[config.mk]
export PLATFORM = sky130hd
export DESIGN_NAME = linebuf_ctrl
export DESIGN_NICKNAME = d
export VERILOG_FILES = /design/src/rtl/linebuf_pkg.sv /design/src/rtl/linebuf_pos_cnt.sv /design/src/rtl/linebuf_ctrl.sv
export SDC_FILE = /design/constraint.sdc
export NUM_CORES = 1
export LEC_CHECK = 0
export CAP_MARGIN = 20
export CORE_UTILIZATION = 45
export DETAILED_ROUTE_END_ITERATION = 8
export DONT_BUFFER_PORTS = 1
export GPL_ROUTABILITY_DRIVEN = 1
export GPL_TIMING_DRIVEN = 0
export PLACE_DENSITY = 0.63
export SLEW_MARGIN = 20
export SYNTH_ARGS = -nofsm -noshare
export SYNTH_HDL_FRONTEND = slang
export SYNTH_SLANG_ARGS = --single-unit
[constraint.sdc]
create_clock -name clk -period 3.7 [get_ports clk]
set_input_delay 0.74 -clock clk [delete_from_list [all_inputs] [get_ports clk]]
set_output_delay 0.74 -clock clk [all_outputs]
set_load 0.02 [all_outputs]
[src/rtl/linebuf_pkg.sv]
// Shared types for the line-buffer controller: FSM encoding and border flag bit positions.
package linebuf_pkg;

  typedef enum logic [2:0] {
    ST_IDLE  = 3'd0,
    ST_FILL  = 3'd1,
    ST_RUN   = 3'd2,
    ST_FLUSH = 3'd3,
    ST_DRAIN = 3'd4
  } state_t;

  localparam int unsigned BORDER_W   = 4;
  localparam int unsigned BRD_TOP    = 3;
  localparam int unsigned BRD_BOTTOM = 2;
  localparam int unsigned BRD_LEFT   = 1;
  localparam int unsigned BRD_RIGHT  = 0;

endpackage

[src/rtl/linebuf_pos_cnt.sv]
// Column/row position counter: column wraps at LENGTH-1 and carries into the row.
module linebuf_pos_cnt #(
  parameter int unsigned LENGTH    = 100,
  parameter int unsigned COL_WIDTH = 7,
  parameter int unsigned ROW_WIDTH = 7
) (
  input  logic                 clk,
  input  logic                 rst,
  input  logic                 clr,
  input  logic                 inc,
  output logic [COL_WIDTH-1:0] col,
  output logic [ROW_WIDTH-1:0] row,
  output logic                 col_last_c
);

  assign col_last_c = (col == COL_WIDTH'(LENGTH - 1));

  // Clear has priority over advance; advance wraps the column and bumps the row.
  always_ff @(posedge clk) begin
    if (rst || clr) begin
      col <= '0;
      row <= '0;
    end else if (inc) begin
      if (col_last_c) begin
        col <= '0;
        row <= row + ROW_WIDTH'(1);
      end else begin
        col <= col + COL_WIDTH'(1);
      end
    end
  end

endmodule

[src/rtl/linebuf_ctrl.sv]
// Frame sequencer in front of a 3-line buffer: forwards pixels, pads the last line,
// and tags the buffer's window outputs with position and border flags.
module linebuf_ctrl
  import linebuf_pkg::*;
#(
  parameter int unsigned DATA_WIDTH = 16,
  parameter int unsigned LENGTH     = 100,
  parameter int unsigned HEIGHT     = 100,
  parameter int unsigned COL_WIDTH  = 7,
  parameter int unsigned ROW_WIDTH  = 7
) (
  input  logic                  clk,
  input  logic                  rst,
  input  logic [DATA_WIDTH-1:0] s_data,
  input  logic                  s_valid,
  input  logic                  s_sof,
  output logic                  s_ready,
  output logic [DATA_WIDTH-1:0] buf_data,
  output logic                  buf_valid,
  input  logic                  buf_out_valid,
  output logic                  win_valid,
  output logic [ROW_WIDTH-1:0]  win_row,
  output logic [COL_WIDTH-1:0]  win_col,
  output logic [3:0]            border,
  output logic                  frame_done,
  output logic                  err_sof
);

  state_t state_q, state_d;

  logic [COL_WIDTH-1:0] in_col, out_col;
  logic [ROW_WIDTH-1:0] in_row, out_row;
  logic                 in_col_last, out_col_last;
  logic                 in_clr, in_inc, out_clr, out_inc;
  logic                 last_pix_c, last_win_c;
  logic                 last_seen_q;
  logic                 err_sof_d;

  // Input position: next pixel to accept; during FLUSH it counts pad columns.
  linebuf_pos_cnt #(
    .LENGTH    (LENGTH),
    .COL_WIDTH (COL_WIDTH),
    .ROW_WIDTH (ROW_WIDTH)
  ) u_in_cnt (
    .clk        (clk),
    .rst        (rst),
    .clr        (in_clr),
    .inc        (in_inc),
    .col        (in_col),
    .row        (in_row),
    .col_last_c (in_col_last)
  );

  // Output position: centre of the window currently on the buffer outputs.
  linebuf_pos_cnt #(
    .LENGTH    (LENGTH),
    .COL_WIDTH (COL_WIDTH),
    .ROW_WIDTH (ROW_WIDTH)
  ) u_out_cnt (
    .clk        (clk),
    .rst        (rst),
    .clr        (out_clr),
    .inc        (out_inc),
    .col        (out_col),
    .row        (out_row),
    .col_last_c (out_col_last)
  );

  // The FILL->RUN cycle already carries the first window, so it is tagged too.
  assign win_valid  = !rst && buf_out_valid && (state_q != ST_IDLE);
  assign out_inc    = win_valid;
  assign out_clr    = (state_q == ST_IDLE);
  assign last_pix_c = (in_row == ROW_WIDTH'(HEIGHT - 1)) && in_col_last;
  assign last_win_c = win_valid && (out_row == ROW_WIDTH'(HEIGHT - 1)) && out_col_last;
  assign err_sof_d  = s_valid && s_sof && (state_q != ST_IDLE);

  assign win_row = out_row;
  assign win_col = out_col;
  assign border[BRD_TOP]    = (out_row == '0);
  assign border[BRD_BOTTOM] = (out_row == ROW_WIDTH'(HEIGHT - 1));
  assign border[BRD_LEFT]   = (out_col == '0);
  assign border[BRD_RIGHT]  = out_col_last;

  // Next-state and zero-latency pixel path.
  always_comb begin
    state_d   = state_q;
    s_ready   = 1'b0;
    buf_valid = 1'b0;
    buf_data  = '0;
    in_clr    = 1'b0;
    in_inc    = 1'b0;

    case (state_q)
      ST_IDLE: begin
        s_ready = 1'b1;
        in_clr  = 1'b1;
        if (s_valid && s_sof) begin
          buf_valid = 1'b1;
          buf_data  = s_data;
          in_clr    = 1'b0;
          in_inc    = 1'b1;
          state_d   = ST_FILL;
        end
      end
      ST_FILL, ST_RUN: begin
        s_ready = 1'b1;
        if (s_valid) begin
          buf_valid = 1'b1;
          buf_data  = s_data;
          in_inc    = 1'b1;
        end
        if (s_valid && last_pix_c) begin
          state_d = ST_FLUSH;
        end else if ((state_q == ST_FILL) && buf_out_valid) begin
          state_d = ST_RUN;
        end
      end
      ST_FLUSH: begin
        buf_valid = 1'b1;
        in_inc    = 1'b1;
        if (in_col_last) begin
          state_d = ST_DRAIN;
        end
      end
      ST_DRAIN: begin
        if (last_seen_q || last_win_c) begin
          state_d = ST_IDLE;
        end
      end
      default: state_d = ST_IDLE;
    endcase

    if (rst) begin
      s_ready   = 1'b0;
      buf_valid = 1'b0;
    end
  end

  // State, last-window latch and status pulses.
  always_ff @(posedge clk) begin
    if (rst) begin
      state_q     <= ST_IDLE;
      last_seen_q <= 1'b0;
      frame_done  <= 1'b0;
      err_sof     <= 1'b0;
    end else begin
      state_q     <= state_d;
      last_seen_q <= (state_q == ST_IDLE) ? 1'b0 : (last_seen_q | last_win_c);
      frame_done  <= last_win_c;
      err_sof     <= err_sof_d;
    end
  end

endmodule
==> results by group <==
Routing
  • Vias per cell: 5.47
  • Initial DRC count: 58
  • DR DRC count: 0
  • Number of routed nets with antenna violations: 0
  • 1st-pass router iterations: 4
  • Final wirelength: 3.73 mm
  • Detailed-route via count: 1532
  • Drt wl/cell: 13.3 um

Flow run
  • Maxcap violations: 0

Logic synthesis
  • Syn Area/Cell: 8.43 um2
  • Synthesized cell area: 1870 um2
  • Post-synth top flop: dfxtp_1
  • Synth top area share: 36.4%
  • Synth top cells by count: dfxtp_1, nor2_1, and2_1
  • Seq cells post-synth: 34
  • Unique masters post-synth: 40
  • Syn_nets: 249
  • Synth Warn #: 0
  • FFs w/ async S/R, synth: 0%
  • EDFF count, synth: 0
  • Most frequent cell after synthesis: dfxtp_1
  • Synth Instances: 222
  • Seq/Total Area, Yosys: 36.4%
  • Top post-synthesis cells by area: dfxtp_1, nor2_1, and2_1
  • Yosys top cell by area: dfxtp_1

Clock network
  • H-tree level count: 2
  • PostCTS Resize Cnt: 0
  • TritonCTS clock tree: built
  • Hold_buf cts: 0
  • Clk_lat worst skew: 280 ps
  • Setup Buffers After CTS: 0
  • Root Buffer Master: clkbuf_8
  • Clk sinks: 34
  • Reg clk slew, reported paths: 70 ps
  • CTS max path bufs: 2
  • Num CTS Buffers: 5

STA
  • Final Skew: 4.32 ps
  • Max-slew headroom: 57.5%
  • Worst-Margin Slew: 633 ps
  • Fin crit share: 72.3%
  • Slew Viols, Final: 0
  • Max Fclk: 0.374 GHz
  • Post-Route Setup TNS: 0 ps
  • Hold Fails Final Rpt: 0
  • Tmin final: 2670 ps
  • Final Setup Violations: 0
  • RSZ-0062 raised after global routing: no

Power and ir drop
  • VDD IR max: 0.286 mV
  • Pwr/cell area: 418 nW/um2
  • Static leakage: 0.000723 uW

Final layout
  • Fin util: 51.8%
  • Area Overhead vs Synth: 10.7%
  • Fill cell count: 408
  • Share of cells above drive strength 1: 11.7%
  • Nets@finish: 256
  • # diodes: 0

Floorplan
  • Core footprint: 4000 um2
  • I/O pin count: 60
  • Area of the die: 4420 um2
  • Initial Util: 46.8%
  • Die W: 66.5 um
  • Row count: 23
  • Die Y-Extent: 66.5 um

Setup path
  • Worst reg2reg path endpoint: u_in_cnt.col[5]$_SDFFE_PP0N_
  • Setup crit start kind: flop
  • WP data required: 2960 ps
  • Crit-path max cell delay: 510 ps
  • Critical-path top delay cell: nor4b_2
  • Crit path max fanout: 10
  • Setup CP Type: flop to output pin
  • Setup crit end: buf_data[14]
  • Worst path cell trace: clkbuf_1, nor4b_2, clkbuf_1, and2_1
  • Reg2Reg Setup Slack: 1840 ps
  • CP endpoint kind: output pin
  • Cells on worst reg2reg path: 5
  • Worst Path Arrival: 1930 ps
  • Most used cell, CP: clkbuf_1
  • CP startpoint: state_q[2]$_SDFFE_PP0P_
  • Reg-to-reg critical path startpoint: state_q[2]$_SDFFE_PP0P_

Outcome
  • Status: complete, no violations

Global routing
  • Vias in the first global route: 1377
  • Largest net degree at the start of global routing: 13
  • First-pass GRT wire length: 6.18 mm
  • Gr usage total: 18.1%
  • Initial antenna violation count: 0
  • Congestion Overflow GR: 0

Placement
  • DP Wirelength: 2.73 mm
  • Port bufs: 0
  • GPL Wtd Cong: 0.772

Hold path
  • HP Class: flop to flop
==> layer usage <==
layer | share of wire, % | GRT usage, % | wire (um)
met1 | 48 | 24.8 | 1790
met4 | 1.1 | 4.79 | 42
met2 | 45 | 27.7 | 1670
met3 | 6.1 | 5.14 | 229
met5 | 0 | 0 | 0
==> worst min path at each step <==
stage | startpoint | end | cells past startpoint
after floorplan | last_seen_q$_SDFF_PP0_ | last_seen_q$_SDFF_PP0_ | 2
after global placement | last_seen_q$_SDFF_PP0_ | last_seen_q$_SDFF_PP0_ | 2
after detailed placement | last_seen_q$_SDFF_PP0_ | last_seen_q$_SDFF_PP0_ | 2
after CTS | last_seen_q$_SDFF_PP0_ | last_seen_q$_SDFF_PP0_ | 2
after global routing | last_seen_q$_SDFF_PP0_ | last_seen_q$_SDFF_PP0_ | 2
final | last_seen_q$_SDFF_PP0_ | last_seen_q$_SDFF_PP0_ | 2
==> power breakdown <==
part | switching, uW | internal [uW]
Combinational | 57.3 | 26.8
Clock | 141 | 270
Sequential | 2.70 | 369
==> state kept, by name, indices dropped and copies added, names as in the netlist <==
| name | flops |
|---|---|
| frame_done | 1 |
| u_in_cnt.col | 7 |
| u_out_cnt.row | 7 |
| u_in_cnt.row | 7 |
| last_seen_q | 1 |
| state_q | 3 |
| u_out_cnt.col | 7 |
| err_sof | 1 |
==> placed cells by master (no fill, tap or decap), drive strengths merged, types with 2 or more instances in the layout <==
master,count
dfxtp,34
nor2,33
and2,18
nand3,15
nand2,13
xor2,11
xnor2,10
nand4,9
a21oi,9
nor3,9
inv,8
clkbuf,8
and3,7
ha,6
buf,6
nor4,5
o21ai,5
or3,4
nor4b,3
a31oi,2
bufinv,2
clkinv,2
==> through the flow <==
step / total power, uW / hold WS (ps) / instances / area [um2] / setup WS [ps]
6_report: 866 / 474 / 280 / 2070 / 1030
5_1_grt: 896 / 498 / 280 / 2070 / 862
3_5_place_dp: 464 / 451 / 272 / 1930 / 1170
2_1_floorplan: 452 / 424 / 222 / 1870 / 1320
3_3_place_gp: 464 / 443 / 272 / 1930 / 1200
4_1_cts: 876 / 472 / 280 / 2070 / 997
==> critical path, delay by kind of cell, from the launching register on <==
kind                   cells  cell delay, ps
and+or+nand+nor            2             800
buffers and inverters      2             520
DFF                        1             330
==> area by class of cell <==
| class | instances | area [um2] | area share [%] |
|---|---|---|---|
| multi-input combinational | 170 | 1090 | 52.7 |
| sequential | 34 | 681 | 32.9 |
| clock buffer | 5 | 68.8 | 3.32 |
| clock inverter | 3 | 68.8 | 3.32 |
| buffer | 9 | 65.1 | 3.14 |
| tap | 50 | 62.6 | 3.02 |
| inverter | 9 | 33.8 | 1.63 |
==> cell families (layout without fill, tap and decap cells) <==
group	after synthesis	count (layout)	synth area share [%]
AND/OR/NAND/NOR	120	120	36.6
flip-flops	34	34	36.4
AO/OA/AOI/OAI	22	22	7.36
XOR/XNOR	21	21	9.83
buffers and inverters	18	26	5.28
adder cells (fa/ha/maj)	6	6	4.01
multiplexers	1	1	0.535
(Power assumes the default switching activity.)
